--- config.mk ---
export PLATFORM = sky130hd
export DESIGN_NAME = coef_calc_ctrl_flat
export DESIGN_NICKNAME = d
export VERILOG_FILES = /design/src/rtl/coef_calc_if.sv /design/src/rtl/coef_calc_ctrl.sv /design/src/flat_wrapper.sv
export SDC_FILE = /design/constraint.sdc
export NUM_CORES = 1
export LEC_CHECK = 0
export ABC_AREA = 1
export ABC_CLOCK_PERIOD_IN_PS = 1500
export BUFFER_PORTS_ARGS = -buffer_cell sky130_fd_sc_hd__buf_2
export CAP_MARGIN = 10
export CORE_MARGIN = 8
export CORE_UTILIZATION = 32
export CTS_CLUSTER_SIZE = 25
export DETAILED_ROUTE_END_ITERATION = 6
export GPL_ROUTABILITY_DRIVEN = 0
export PLACE_DENSITY = 0.55
export RECOVER_POWER = 50
export SLEW_MARGIN = 30
export SYNTH_ARGS = -nofsm -noshare
export SYNTH_HDL_FRONTEND = slang
export SYNTH_SLANG_ARGS = --single-unit
--- constraint.sdc ---
create_clock -name clk -period 1.5 [get_ports clk]
set_input_delay 0.075 -clock clk [delete_from_list [all_inputs] [get_ports clk]]
set_output_delay 0.075 -clock clk [all_outputs]
set_load 0.1 [all_outputs]
--- src/rtl/coef_calc_if.sv ---
// Handshake and status bundle between the regression controller and its datapath.
// The controller connects through the master modport and the datapath/environment through the slave modport.
interface coef_calc_if #(
    parameter int unsigned ADDR_W = 8
);
    logic              start;
    logic [ADDR_W-1:0] num_points;
    logic              rd_en;
    logic [ADDR_W-1:0] rd_addr;
    logic              acc_clr;
    logic              acc_en;
    logic              denom_zero;
    logic              div_start;
    logic              div_done;
    logic              sel_div;
    logic              ld_b1;
    logic              ld_b0;
    logic              busy;
    logic              done;
    logic              err;
    logic [3:0]        con_state;

    modport master (
        input  start, num_points, denom_zero, div_done,
        output rd_en, rd_addr, acc_clr, acc_en, div_start, sel_div,
               ld_b1, ld_b0, busy, done, err, con_state
    );

    modport slave (
        output start, num_points, denom_zero, div_done,
        input  rd_en, rd_addr, acc_clr, acc_en, div_start, sel_div,
               ld_b1, ld_b0, busy, done, err, con_state
    );
endinterface

--- src/rtl/coef_calc_ctrl.sv ---
// Sequencer for a linear-regression coefficient unit: accumulate N points, then run two serial divides.
// Optional divider watchdog is enabled by defining COEF_TIMEOUT_EN.
module coef_calc_ctrl #(
    parameter int unsigned ADDR_W      = 8,
    parameter int unsigned TIMEOUT_CYC = 64
) (
    input  logic        clk,
    input  logic        rst,
    coef_calc_if.master bus
);
    typedef enum logic [3:0] {
        S_IDLE  = 4'd0,
        S_CLR   = 4'd1,
        S_READ  = 4'd2,
        S_LAST  = 4'd3,
        S_CHECK = 4'd4,
        S_DIV1  = 4'd5,
        S_WAIT1 = 4'd6,
        S_LDB1  = 4'd7,
        S_DIV0  = 4'd8,
        S_WAIT0 = 4'd9,
        S_LDB0  = 4'd10,
        S_DONE  = 4'd11
    } state_e;

    if (TIMEOUT_CYC == 0) begin : g_bad_timeout
        $error("coef_calc_ctrl: TIMEOUT_CYC must be nonzero");
    end

    state_e            state_q, state_d;
    logic [ADDR_W-1:0] cnt_q, cnt_d;
    logic [ADDR_W-1:0] n_q, n_d;
    logic              err_q, err_d;
    logic              rd_en_q, rd_en_d;
    logic [ADDR_W-1:0] rd_addr_q, rd_addr_d;
    logic              acc_clr_q, acc_clr_d;
    logic              acc_en_q;
    logic              div_start_q, div_start_d;
    logic              sel_div_q, sel_div_d;
    logic              ld_b1_q, ld_b1_d;
    logic              ld_b0_q, ld_b0_d;
    logic              busy_q, busy_d;
    logic              done_q, done_d;

`ifdef COEF_TIMEOUT_EN
    localparam int unsigned WD_W = $clog2(TIMEOUT_CYC + 1);
    logic [WD_W-1:0] wd_q, wd_d;
`endif

    // Next state, counters and sticky error
    always_comb begin
        state_d = state_q;
        cnt_d   = cnt_q;
        n_d     = n_q;
        err_d   = err_q;
`ifdef COEF_TIMEOUT_EN
        wd_d    = wd_q;
`endif
        unique case (state_q)
            S_IDLE: begin
                if (bus.start) begin
                    if (bus.num_points != '0) begin
                        n_d     = bus.num_points;
                        err_d   = 1'b0;
                        state_d = S_CLR;
                    end else begin
                        err_d   = 1'b1;
                        state_d = S_DONE;
                    end
                end
            end
            S_CLR: begin
                cnt_d   = '0;
                err_d   = 1'b0;
                state_d = S_READ;
            end
            S_READ: begin
                cnt_d = cnt_q + ADDR_W'(1);
                if (cnt_q == n_q - ADDR_W'(1)) state_d = S_LAST;
            end
            S_LAST:  state_d = S_CHECK;
            S_CHECK: begin
                if (bus.denom_zero) begin
                    err_d   = 1'b1;
                    state_d = S_DONE;
                end else begin
                    state_d = S_DIV1;
                end
            end
            S_DIV1, S_DIV0: begin
`ifdef COEF_TIMEOUT_EN
                wd_d = '0;
`endif
                state_d = (state_q == S_DIV1) ? S_WAIT1 : S_WAIT0;
            end
            S_WAIT1, S_WAIT0: begin
                if (bus.div_done) begin
                    state_d = (state_q == S_WAIT1) ? S_LDB1 : S_LDB0;
                end else begin
`ifdef COEF_TIMEOUT_EN
                    // Abandon the run rather than load a stale quotient
                    if (wd_q == WD_W'(TIMEOUT_CYC - 1)) begin
                        err_d   = 1'b1;
                        state_d = S_DONE;
                    end else begin
                        wd_d = wd_q + WD_W'(1);
                    end
`endif
                end
            end
            S_LDB1:  state_d = S_DIV0;
            S_LDB0:  state_d = S_DONE;
            S_DONE:  state_d = S_IDLE;
            default: state_d = S_IDLE;
        endcase
    end

    // Outputs are decoded from the next state so the registered value lines up with con_state
    always_comb begin
        rd_en_d     = (state_d == S_READ);
        rd_addr_d   = rd_en_d ? cnt_d : '0;
        acc_clr_d   = (state_d == S_CLR);
        div_start_d = (state_d == S_DIV1) || (state_d == S_DIV0);
        sel_div_d   = state_d inside {S_DIV0, S_WAIT0, S_LDB0};
        ld_b1_d     = (state_d == S_LDB1);
        ld_b0_d     = (state_d == S_LDB0);
        busy_d      = (state_d != S_IDLE);
        done_d      = (state_d == S_DONE);
    end

    always_ff @(posedge clk or posedge rst) begin
        if (rst) begin
            state_q     <= S_IDLE;
            cnt_q       <= '0;
            n_q         <= '0;
            err_q       <= 1'b0;
            rd_en_q     <= 1'b0;
            rd_addr_q   <= '0;
            acc_clr_q   <= 1'b0;
            acc_en_q    <= 1'b0;
            div_start_q <= 1'b0;
            sel_div_q   <= 1'b0;
            ld_b1_q     <= 1'b0;
            ld_b0_q     <= 1'b0;
            busy_q      <= 1'b0;
            done_q      <= 1'b0;
`ifdef COEF_TIMEOUT_EN
            wd_q        <= '0;
`endif
        end else begin
            state_q     <= state_d;
            cnt_q       <= cnt_d;
            n_q         <= n_d;
            err_q       <= err_d;
            rd_en_q     <= rd_en_d;
            rd_addr_q   <= rd_addr_d;
            acc_clr_q   <= acc_clr_d;
            acc_en_q    <= rd_en_q;
            div_start_q <= div_start_d;
            sel_div_q   <= sel_div_d;
            ld_b1_q     <= ld_b1_d;
            ld_b0_q     <= ld_b0_d;
            busy_q      <= busy_d;
            done_q      <= done_d;
`ifdef COEF_TIMEOUT_EN
            wd_q        <= wd_d;
`endif
        end
    end

    assign bus.rd_en     = rd_en_q;
    assign bus.rd_addr   = rd_addr_q;
    assign bus.acc_clr   = acc_clr_q;
    assign bus.acc_en    = acc_en_q;
    assign bus.div_start = div_start_q;
    assign bus.sel_div   = sel_div_q;
    assign bus.ld_b1     = ld_b1_q;
    assign bus.ld_b0     = ld_b0_q;
    assign bus.busy      = busy_q;
    assign bus.done      = done_q;
    assign bus.err       = err_q;
    assign bus.con_state = 4'(state_q);
endmodule

--- src/flat_wrapper.sv ---
// flat-port wrapper written by rule: the top's interface ports become plain ports
module coef_calc_ctrl_flat 
#(
    parameter int unsigned ADDR_W      = 8,
    parameter int unsigned TIMEOUT_CYC = 64
)
  (clk, rst, bus_start, bus_num_points, bus_denom_zero, bus_div_done, bus_rd_en, bus_rd_addr, bus_acc_clr, bus_acc_en, bus_div_start, bus_sel_div, bus_ld_b1, bus_ld_b0, bus_busy, bus_done, bus_err, bus_con_state);
  coef_calc_if #(.ADDR_W(ADDR_W)) bus_i ();
  input  logic clk;
  input  logic rst;
  input wire logic [$bits(bus_i.start)-1:0] bus_start;
  input wire logic [$bits(bus_i.num_points)-1:0] bus_num_points;
  input wire logic [$bits(bus_i.denom_zero)-1:0] bus_denom_zero;
  input wire logic [$bits(bus_i.div_done)-1:0] bus_div_done;
  output wire logic [$bits(bus_i.rd_en)-1:0] bus_rd_en;
  output wire logic [$bits(bus_i.rd_addr)-1:0] bus_rd_addr;
  output wire logic [$bits(bus_i.acc_clr)-1:0] bus_acc_clr;
  output wire logic [$bits(bus_i.acc_en)-1:0] bus_acc_en;
  output wire logic [$bits(bus_i.div_start)-1:0] bus_div_start;
  output wire logic [$bits(bus_i.sel_div)-1:0] bus_sel_div;
  output wire logic [$bits(bus_i.ld_b1)-1:0] bus_ld_b1;
  output wire logic [$bits(bus_i.ld_b0)-1:0] bus_ld_b0;
  output wire logic [$bits(bus_i.busy)-1:0] bus_busy;
  output wire logic [$bits(bus_i.done)-1:0] bus_done;
  output wire logic [$bits(bus_i.err)-1:0] bus_err;
  output wire logic [$bits(bus_i.con_state)-1:0] bus_con_state;
  assign bus_i.start = bus_start;
  assign bus_i.num_points = bus_num_points;
  assign bus_i.denom_zero = bus_denom_zero;
  assign bus_i.div_done = bus_div_done;
  assign bus_rd_en = bus_i.rd_en;
  assign bus_rd_addr = bus_i.rd_addr;
  assign bus_acc_clr = bus_i.acc_clr;
  assign bus_acc_en = bus_i.acc_en;
  assign bus_div_start = bus_i.div_start;
  assign bus_sel_div = bus_i.sel_div;
  assign bus_ld_b1 = bus_i.ld_b1;
  assign bus_ld_b0 = bus_i.ld_b0;
  assign bus_busy = bus_i.busy;
  assign bus_done = bus_i.done;
  assign bus_err = bus_i.err;
  assign bus_con_state = bus_i.con_state;
  coef_calc_ctrl #(.ADDR_W(ADDR_W), .TIMEOUT_CYC(TIMEOUT_CYC)) u_core (.clk(clk), .rst(rst), .bus(bus_i));
endmodule
==> flow_metrics.tcl, run 1 <==
set metrics [dict create \
    post_drt_wl_per_cell_um 12.4 \
    ir_drop_v 0.00199 \
    crit_type "register to register" \
    cp.arrival_ps 1840 \
    finalWorstSetupSlack_ps -112 \
    num_vias 1848 \
    grt_pass1_wl_um 8810 \
    setup_violations 14 \
    diodes 0 \
    area_growth_pct 44.3 \
    die_area_mm2 0.00898 \
    synth_enable_flop_cells 0 \
    place_ws_ps -150 \
    cap_violations 0 \
    netlist_area_mm2 0.00198 \
    synthesis.nets 270 \
    fin_worst_skew_ps 7.65 \
    final_cell_mix "58 x nand2_1, 34 x buf_2, 34 x dfrtp_1" \
    fin_cells 410 \
    dpl_cell_area_mm2 0.00247 \
    internal_power_mw 3.43 \
    setup-tns-final_ps -1290 \
    cts-htree-levels 2 \
    r2r_start "u_core.bus.con_state[1]$_DFF_PP0_" \
    combPwrFrac 0.603 \
    dr.pass1.iters 4 \
    fillCellCount 597 \
    fmax_mhz 620 \
    sw_frac_of_total 0.506 \
    yosysUniqueCellTypes 24 \
    tightest_slew_ps 531 \
    drt_iter0_drc 73 \
    fin_crit_ps 1610 \
    synth-seq-cells 38 \
    clkSinkCount 38 \
    cts_buffer_depth 2 \
    violations "negative setup slack" \
    cp_num_buf_inv 1 \
    viasPerCell 4.51 \
    finalHoldViolCount 0 \
    routed_wl_um 5080 \
    core_area_mm2 0.00596 \
    final_common_cell "nand2_1" \
    clk_latency_ps 290 \
    root_buffer "clkbuf_8" \
    startpoint "u_core.bus.con_state[1]$_DFF_PP0_" \
    cts_buffers 5 \
    slew_viol_final 0 \
    path_cells "nor2_4 -> inv_2 -> nor2_4 -> nand2_2 -> nand3_1 -> nor2_1 -> nand2_2 -> nand4_2 -> nor2_1" \
    required_ps 1720 \
    antenna_found_initial 0 \
    crit_path_end_kind "register" \
    slowest_delay_ps 530 \
    path_max_fanout 6 \
    die_x_um 94.8 \
    dp_cells 388 \
    port_buffers 34 \
    holdWs_ps 7.73 \
    hold_path_startpoint "bus_num_points[6]" \
    pwr-share-clk 0.156 \
    syn_inst 255 \
    stdcell_area_mm2 0.00286 \
    drive_gt1_frac 0.397 \
    p_leak_nw 1.51 \
    crit_family "simple AND/OR/NAND/NOR gates" \
    synthFlopType "dfrtp_1" \
    drc 0 \
    synth_seq_area_share 0.479 \
    status "complete, but fails checks" \
    async_flop_share 1.00 \
    rsz0062_at_grt "yes" \
    clk_pin_slew_ps 70 \
    yosysWarningCount 0 \
    cts_tree "yes" \
    grt_max_degree 22 \
    pwr_density_cell_mw_per_mm2 2430 \
    gr-total-overflow 0 \
    slew_headroom 0.646 \
    start_util 0.333 \
    seqPwrFrac 0.241 \
    first_global_vias 2007 \
    fin_total_pwr_mw 6.95 \
    fin_crit_sh 1.07 \
    postRouteAntennaNets 0 \
    switchingPower_mw 3.52 \
    fin_util 0.481 \
    ios 35 \
    syn_area_per_cell_um2 7.78 \
    cp_slowest_cell "dfrtp_4" \
    min_path_type "input pin to register" \
    num_rows 28 \
    grt_usage 0.123 \
    dp_hpwl_um 3690 \
    start_kind "register" \
    die_h_um 94.8 \
    layout.nets 349 \
]
## logic make-up (layout without fill, tap and decap cells)
family	Yosys count	count (layout)	share of synthesized area
xor gates and xnor gates	6	6	0.0265
buffers and inverters	45	124	0.0857
DFF	38	38	0.479
AOI/OAI and AO/OA	25	25	0.0725
adders and majority gates	2	2	0.0126
and+or+nand+nor	139	140	0.323
## cell usage after synthesis (all sizes together), types with 4 or more instances
library cell,n,area [µm²]
nor2,40,180
nand4,5,46.3
xnor2,4,35.0
a21oi,9,56.3
nand2,74,303
inv,44,165
dfrtp,38,951
nand3,16,80.1
o21ai,12,60.1
## sequential cells by signal, summed over array words and instances (netlist names)
register and count:
u_core.bus.div_start 1, u_core.bus.rd_addr 8, u_core.bus.acc_clr 1, u_core.bus.sel_div 1, u_core.bus.ld_b0 1, u_core.bus.con_state 4
u_core.bus.busy 1, u_core.n_q 8, u_core.bus.ld_b1 1, u_core.bus.rd_en 1, u_core.cnt_q 8, u_core.bus.acc_en 1
u_core.bus.err 1, u_core.bus.done 1
## per-layer routing
layer	up-vias	GRT usage	part of all wire
li1	954	-	-
met1	856	0.140	0.44
met2	33	0.214	0.50
met3	5	0.0317	0.049
met4	0	0.0507	0.012
met5	-	0	0
## worst register-to-register path, cell delays in order (launching register included)
cell,delay (ps)
dfrtp_4,530
nor2_4,160
inv_2,60
nor2_4,130
nand2_2,80
nand3_1,70
nor2_1,50
nand2_2,160
nand4_2,190
nor2_1,120
## path summary, 6_finish.rpt
path | to | slack (ps) | cells after the start
worst max-delay path | u_core.bus.rd_addr[6]$_DFF_PP0_ | -110 | 9
worst min-delay path | u_core.n_q[6]$_DFFE_PP0P_ | 8 | 3
worst max register to register | u_core.bus.rd_addr[6]$_DFF_PP0_ | -110 | 9
worst min register to register | u_core.bus.acc_en$_DFF_PP0_ | 380 | 0
max in group asynchronous | u_core.n_q[0]$_DFFE_PP0P_ | 360 | 4
min in group asynchronous | u_core.bus.ld_b1$_DFF_PP0_ | 290 | 3
## final cells by class
type                       count  area (µm²)  share of cell area
clock inverter                 2        60.1              0.0210
clock buffer                   6        82.6              0.0288
inverter                      44         178              0.0621
tap                           75        93.8              0.0328
sequential                    38         966               0.337
timing repair buffer          72         474               0.166
multi-input combinational    173        1010               0.352
## power groups by stage
stage,logic [mW],registers (mW),clock network (mW)
detailed placement,3.58,1.66,0
global placement,3.55,1.67,0
finish,4.19,1.68,1.09
CTS,3.90,1.67,1.11
floorplan,1.65,2.70,0
global route,4.58,1.72,1.15
## what timing repair did
item / in CTS / in global routing
gates cloned: 1 / 0
hold buffers: 4 / 0
pin swaps: 4 / 12
resized for setup: 13 / 33
setup endpoints to repair: 15 / 26
buffers inserted: 6 / 3
hold endpoints to repair: 11 / 0
Power figures use the tool's default switching activity.
==> inputs of run 2 (changes only) <==
- CORE_ASPECT_RATIO: not set -> 1.1
==> run 2 against run 1 <==
Against the previous run:
- the run still ends with negative setup slack left
- register-to-register slack got worse by 30 ps
- core utilization fell by 1.7 points
- final area fell by 1.6%
- fmax fell by 1.7%
- combinational power fell by 1%
- worst setup slack got worse by 28 ps
- clock power fell by 17%
- clock skew fell by 2.3 ps
==> flow_metrics.tcl, run 2 (synthesized netlist as in run 1, its figures left out) <==
set metrics [dict create \
    status "complete, but fails checks" \
    violations "negative setup slack" \
    drive_gt1_frac 0.414 \
    diodes 0 \
    grt_max_degree 24 \
    fin_util 0.463 \
    min_path_type "input pin to register" \
    cp_slowest_cell "dfrtp_4" \
    grtUsageMet3 0.0319 \
    routed_wl_um 5060 \
    cts_buffers 5 \
    num_vias 1885 \
    fin_total_pwr_mw 6.73 \
    core_area_mm2 0.00608 \
    sw_frac_of_total 0.522 \
    switchingPower_mw 3.52 \
    fin_crit_sh 1.09 \
    startpoint "u_core.bus.con_state[1]$_DFF_PP0_" \
    cap_violations 0 \
    use_met1 0.120 \
    die_area_mm2 0.00898 \
    fin_worst_skew_ps 5.36 \
    viasPerCell 4.56 \
    crit_family "simple AND/OR/NAND/NOR gates" \
    gr-total-overflow 0 \
    required_ps 1730 \
    antenna_found_initial 0 \
    cts_tree "yes" \
    ios 35 \
    final_cell_mix "58 x nand2_1, 34 x dfrtp_1, 32 x buf_2" \
    finalHoldViolCount 0 \
    worst-path-stages 8 \
    stdcell_area_mm2 0.00282 \
    postRouteAntennaNets 0 \
    p_leak_nw 1.45 \
    dr.pass1.iters 4 \
    dp_cells 399 \
    start_kind "register" \
    area_growth_pct 42.0 \
    cts-htree-levels 2 \
    fmax_mhz 610 \
    cp.arrival_ps 1870 \
    clk_pin_slew_ps 80 \
    r2r_slack_ps -140 \
    first_global_vias 1930 \
    setup_violations 14 \
    grt_pass1_wl_um 8580 \
    cts_buffer_depth 2 \
    drt_iter0_drc 61 \
    fin_cells 413 \
    path_cells "buf_4 -> nand3_2 -> nand3_2 -> nor2_2 -> nand2_2 -> nor2_4 -> nand4_4 -> nor2_1" \
    layout.nets 347 \
    grt_usage 0.117 \
    internal_power_mw 3.22 \
    slowest_delay_ps 530 \
    slew_viol_final 0 \
    slew_headroom 0.601 \
    num_rows 30 \
    reg2reg_depth 8 \
    fin_crit_ps 1640 \
    final_common_cell "nand2_1" \
    endpoint "u_core.bus.rd_addr[7]$_DFF_PP0_" \
    r2r-end "u_core.bus.rd_addr[7]$_DFF_PP0_" \
    root_buffer "clkbuf_8" \
    setup-tns-final_ps -1410 \
    finalWorstSetupSlack_ps -140 \
    seqPwrFrac 0.249 \
    crit_top_cell "nand3_2" \
    rsz0062_at_grt "yes" \
    port_buffers 34 \
    dpl_cell_area_mm2 0.00253 \
    die_x_um 91.1 \
    r2r_start "u_core.bus.con_state[1]$_DFF_PP0_" \
    post_drt_wl_per_cell_um 12.2 \
    die_h_um 98.6 \
    pwr-share-clk 0.135 \
    combPwrFrac 0.616 \
    grt-busiest-layer "met2" \
    ir_drop_v 0.00135 \
    cp_num_buf_inv 1 \
    pwr_density_cell_mw_per_mm2 2390 \
    clk_latency_ps 290 \
    start_util 0.326 \
    clkSinkCount 38 \
    crit_path_end_kind "register" \
    drc 0 \
    grtUsageMet2 0.223 \
    crit_type "register to register" \
    path_max_fanout 6 \
    dp_hpwl_um 3720 \
    tightest_slew_ps 599 \
]
==> run 2: worst min path at each step <==
| stage | from | end | depth (start not counted) |
|---|---|---|---|
| 6_report | bus_num_points[6] | u_core.n_q[6]$_DFFE_PP0P_ | 3 |
| 5_1_grt | bus_num_points[3] | u_core.n_q[3]$_DFFE_PP0P_ | 3 |
| 4_1_cts | bus_num_points[6] | u_core.n_q[6]$_DFFE_PP0P_ | 3 |
| 3_5_place_dp | rst | u_core.bus.done$_DFF_PP0_ | 2 |
| 3_3_place_gp | rst | u_core.bus.done$_DFF_PP0_ | 2 |
| 2_1_floorplan | bus_num_points[7] | u_core.n_q[7]$_DFFE_PP0P_ | 2 |
==> run 2: per-stage QoR <==
stage / worst slack, ps / hold WS [ps]
after floorplan: -139 / 192
after global placement: -94.1 / 28.7
after detailed placement: -130 / 30.2
after CTS: -119 / 2.08
after global routing: -286 / 14.0
final: -140 / 4.72
==> run 2: timing repair <==
action | in CTS | in global routing
hold buffers | 3 | 0
gates resized for setup | 11 | 34
endpoints found under the hold margin | 30 | 0
buffers inserted | 0 | 2
endpoints found under the setup margin | 15 | 22
pin swaps | 2 | 13
gates cloned | 1 | 0
==> run 2: routing by layer <==
layer  up-vias  part of all wire  routed length (µm)
met5         -                 0                   0
met2        28              0.54                2750
li1        949                 -                   -
met3         5             0.035                 175
met4         0             0.011                  57
met1       903              0.41                2080
==> run 2: power groups by stage <==
stage / logic (mW) / registers, mW / clock network (mW)
floorplan: 1.65 / 2.70 / 0
global placement: 3.67 / 1.67 / 0
detailed placement: 3.69 / 1.67 / 0
CTS: 3.92 / 1.67 / 0.937
global route: 4.52 / 1.72 / 0.975
finish: 4.14 / 1.68 / 0.909
==> run 2: worst reg2reg max path, cell delays in order (launching register included) <==
cell and delay (ps):
dfrtp_4 530, buf_4 160, nand3_2 80, nand3_2 70, nor2_2 140, nand2_2 100, nor2_4 210, nand4_4 170
nor2_1 130
==> run 2: final cells by class <==
type                            count  area (µm²)
Multi-Input combinational cell    173        1020
Clock buffer                        7        86.3
Inverter                           44         170
Timing Repair Buffer               70         445
Fill cell                         624        3260
Tap cell                           80         100
Clock inverter                      1        30.0
Sequential cell                    38         966
==> inputs of run 3 (changes only) <==
--- a/config.mk
+++ b/config.mk
@@ -12,3 +12,3 @@
 export CORE_ASPECT_RATIO = 1.1
-export CORE_MARGIN = 8
+export CORE_MARGIN = 3
 export CORE_UTILIZATION = 32
==> constraint.sdc (replaced) <==
create_clock -name clk -period 1.5 [get_ports clk]
set_input_delay 0.15 -clock clk [delete_from_list [all_inputs] [get_ports clk]]
set_output_delay 0.15 -clock clk [all_outputs]
set_load 0.1 [all_outputs]
==> run 3 against run 2 <==
Against the previous run:
- the run still ends with negative setup slack left
- flip-flop and latch count unchanged
- final area increased by 0.71%
- register-to-register slack improved by 30 ps
- global-route usage increased by 3.1 points
==> flow_metrics.tcl, run 3 (synthesized netlist as in run 1, its figures left out) <==
set metrics [dict create \
    status "complete, but fails checks" \
    core_area_mm2 0.00588 \
    root_buffer "clkbuf_8" \
    p_leak_nw 1.49 \
    dr.pass1.iters 4 \
    cts_tree "yes" \
    finalHoldViolCount 0 \
    crit_path_end_kind "register" \
    final_cell_mix "57 x nand2_1, 34 x buf_2, 34 x dfrtp_1" \
    die_x_um 81.1 \
    ios 35 \
    dp_cells 394 \
    wl_met3_um 177 \
    postRouteAntennaNets 0 \
    rsz0062_at_grt "yes" \
    finalWorstSetupSlack_ps -110 \
    tightest_slew_ps 963 \
    fin_crit_sh 1.07 \
    start_kind "register" \
    drc 0 \
    die_area_mm2 0.00718 \
    setup-tns-final_ps -1040 \
    wl_met2_um 2520 \
    clk_pin_slew_ps 70 \
    routed_wl_um 4860 \
    drive_gt1_frac 0.443 \
    port_buffers 34 \
    fillCellCount 620 \
    dp_hpwl_um 3530 \
    clkSinkCount 38 \
    first_global_vias 1832 \
    path_max_fanout 4 \
    violations "negative setup slack" \
    num_rows 29 \
    fmax_mhz 621 \
    gr-total-overflow 0 \
    viasPerCell 4.55 \
    min_path_type "input pin to register" \
    fin_util 0.483 \
    slew_headroom 0.358 \
    grt_max_degree 39 \
    antenna_found_initial 0 \
    post_drt_wl_per_cell_um 11.8 \
    fin_crit_ps 1610 \
    cp.arrival_ps 1830 \
    die_h_um 88.6 \
    required_ps 1720 \
    cts-htree-levels 2 \
    hold_path_startpoint "bus_num_points[4]" \
    cts_buffer_depth 2 \
    fin_worst_skew_ps 5.50 \
    setup_violations 14 \
    diodes 0 \
    final_common_cell "nand2_1" \
    grt_usage 0.148 \
    num_vias 1871 \
    ir_drop_v 0.00175 \
    startpoint "u_core.n_q[1]$_DFFE_PP0P_" \
    crit_type "register to register" \
    start_util 0.338 \
    grt_pass1_wl_um 8100 \
    top_layer_used "met4" \
    cap_violations 0 \
    cts_buffers 5 \
    r2r_start "u_core.n_q[1]$_DFFE_PP0P_" \
    fin_cells 411 \
    slew_viol_final 0 \
    holdWs_ps 76.0 \
    layout.nets 348 \
    wl_met1_um 2070 \
    pwr_density_cell_mw_per_mm2 2370 \
    area_growth_pct 43.0 \
    drt_iter0_drc 71 \
    clk_latency_ps 290 \
]
==> run 3: layout make-up <==
class	count	area [µm²]	area share
Clock buffer	6	82.6	0.0291
Timing Repair Buffer	71	459	0.162
Inverter	44	173	0.0608
Multi-Input combinational cell	173	1050	0.369
Tap cell	77	96.3	0.0340
Clock inverter	2	12.5	0.00441
Sequential cell	38	966	0.340
==> run 3: metrics by stage <==
| step | power (mW) | area (µm²) | worst slack (ps) |
|---|---|---|---|
| 2_1_floorplan | 4.35 | 2030 | -139 |
| 3_3_place_gp | 5.30 | 2510 | -100 |
| 3_5_place_dp | 5.35 | 2510 | -145 |
| 4_1_cts | 6.29 | 2680 | -142 |
| 5_1_grt | 7.29 | 2840 | -281 |
| 6_report | 6.73 | 2840 | -110 |
==> run 3: metal layers <==
layer,up-vias,GRT usage
met2,30,0.261
met5,-,0
met1,884,0.173
met4,0,0.0553
met3,9,0.0346
li1,948,-
==> run 3: worst max-delay path, stage by stage (launching register included) <==
cell and delay, ps:
dfrtp_1 390, inv_2 60, ha_4 270, nand2_2 50, nand2_1 60, nand3_1 70, nor2_1 110, nand2_1 70
nor2_2 130, nand2_4 100, nand2_4 100, nand2_2 50, nor2_2 90
==> run 3: timing repair <==
item                                    4_1_cts  5_1_grt
resized for setup                            10       47
endpoints found under the setup margin       14       30
endpoints found under the hold margin        38        0
cloned                                        0        1
pin swaps                                     9       17
buffers inserted                              3        4
hold buffers                                  1        0
==> run 3: power breakdown <==
| group | switching [mW] | total, mW | internal [mW] |
|---|---|---|---|
| Sequential | 0.332 | 1.70 | 1.37 |
| Clock | 0.363 | 0.732 | 0.369 |
| Combinational | 2.85 | 4.29 | 1.45 |
==> run 3: final timing paths <==
path / endpoint / slack (ps) / cells past startpoint
min reg2reg: u_core.bus.acc_en$_DFF_PP0_ / 380 / 0
max in group asynchronous: u_core.bus.con_state[2]$_DFF_PP0_ / 90 / 4
max: u_core.bus.done$_DFF_PP0_ / -110 / 12
max reg2reg: u_core.bus.done$_DFF_PP0_ / -110 / 12
min in group asynchronous: u_core.bus.rd_addr[6]$_DFF_PP0_ / 710 / 4
min: u_core.n_q[4]$_DFFE_PP0P_ / 80 / 3
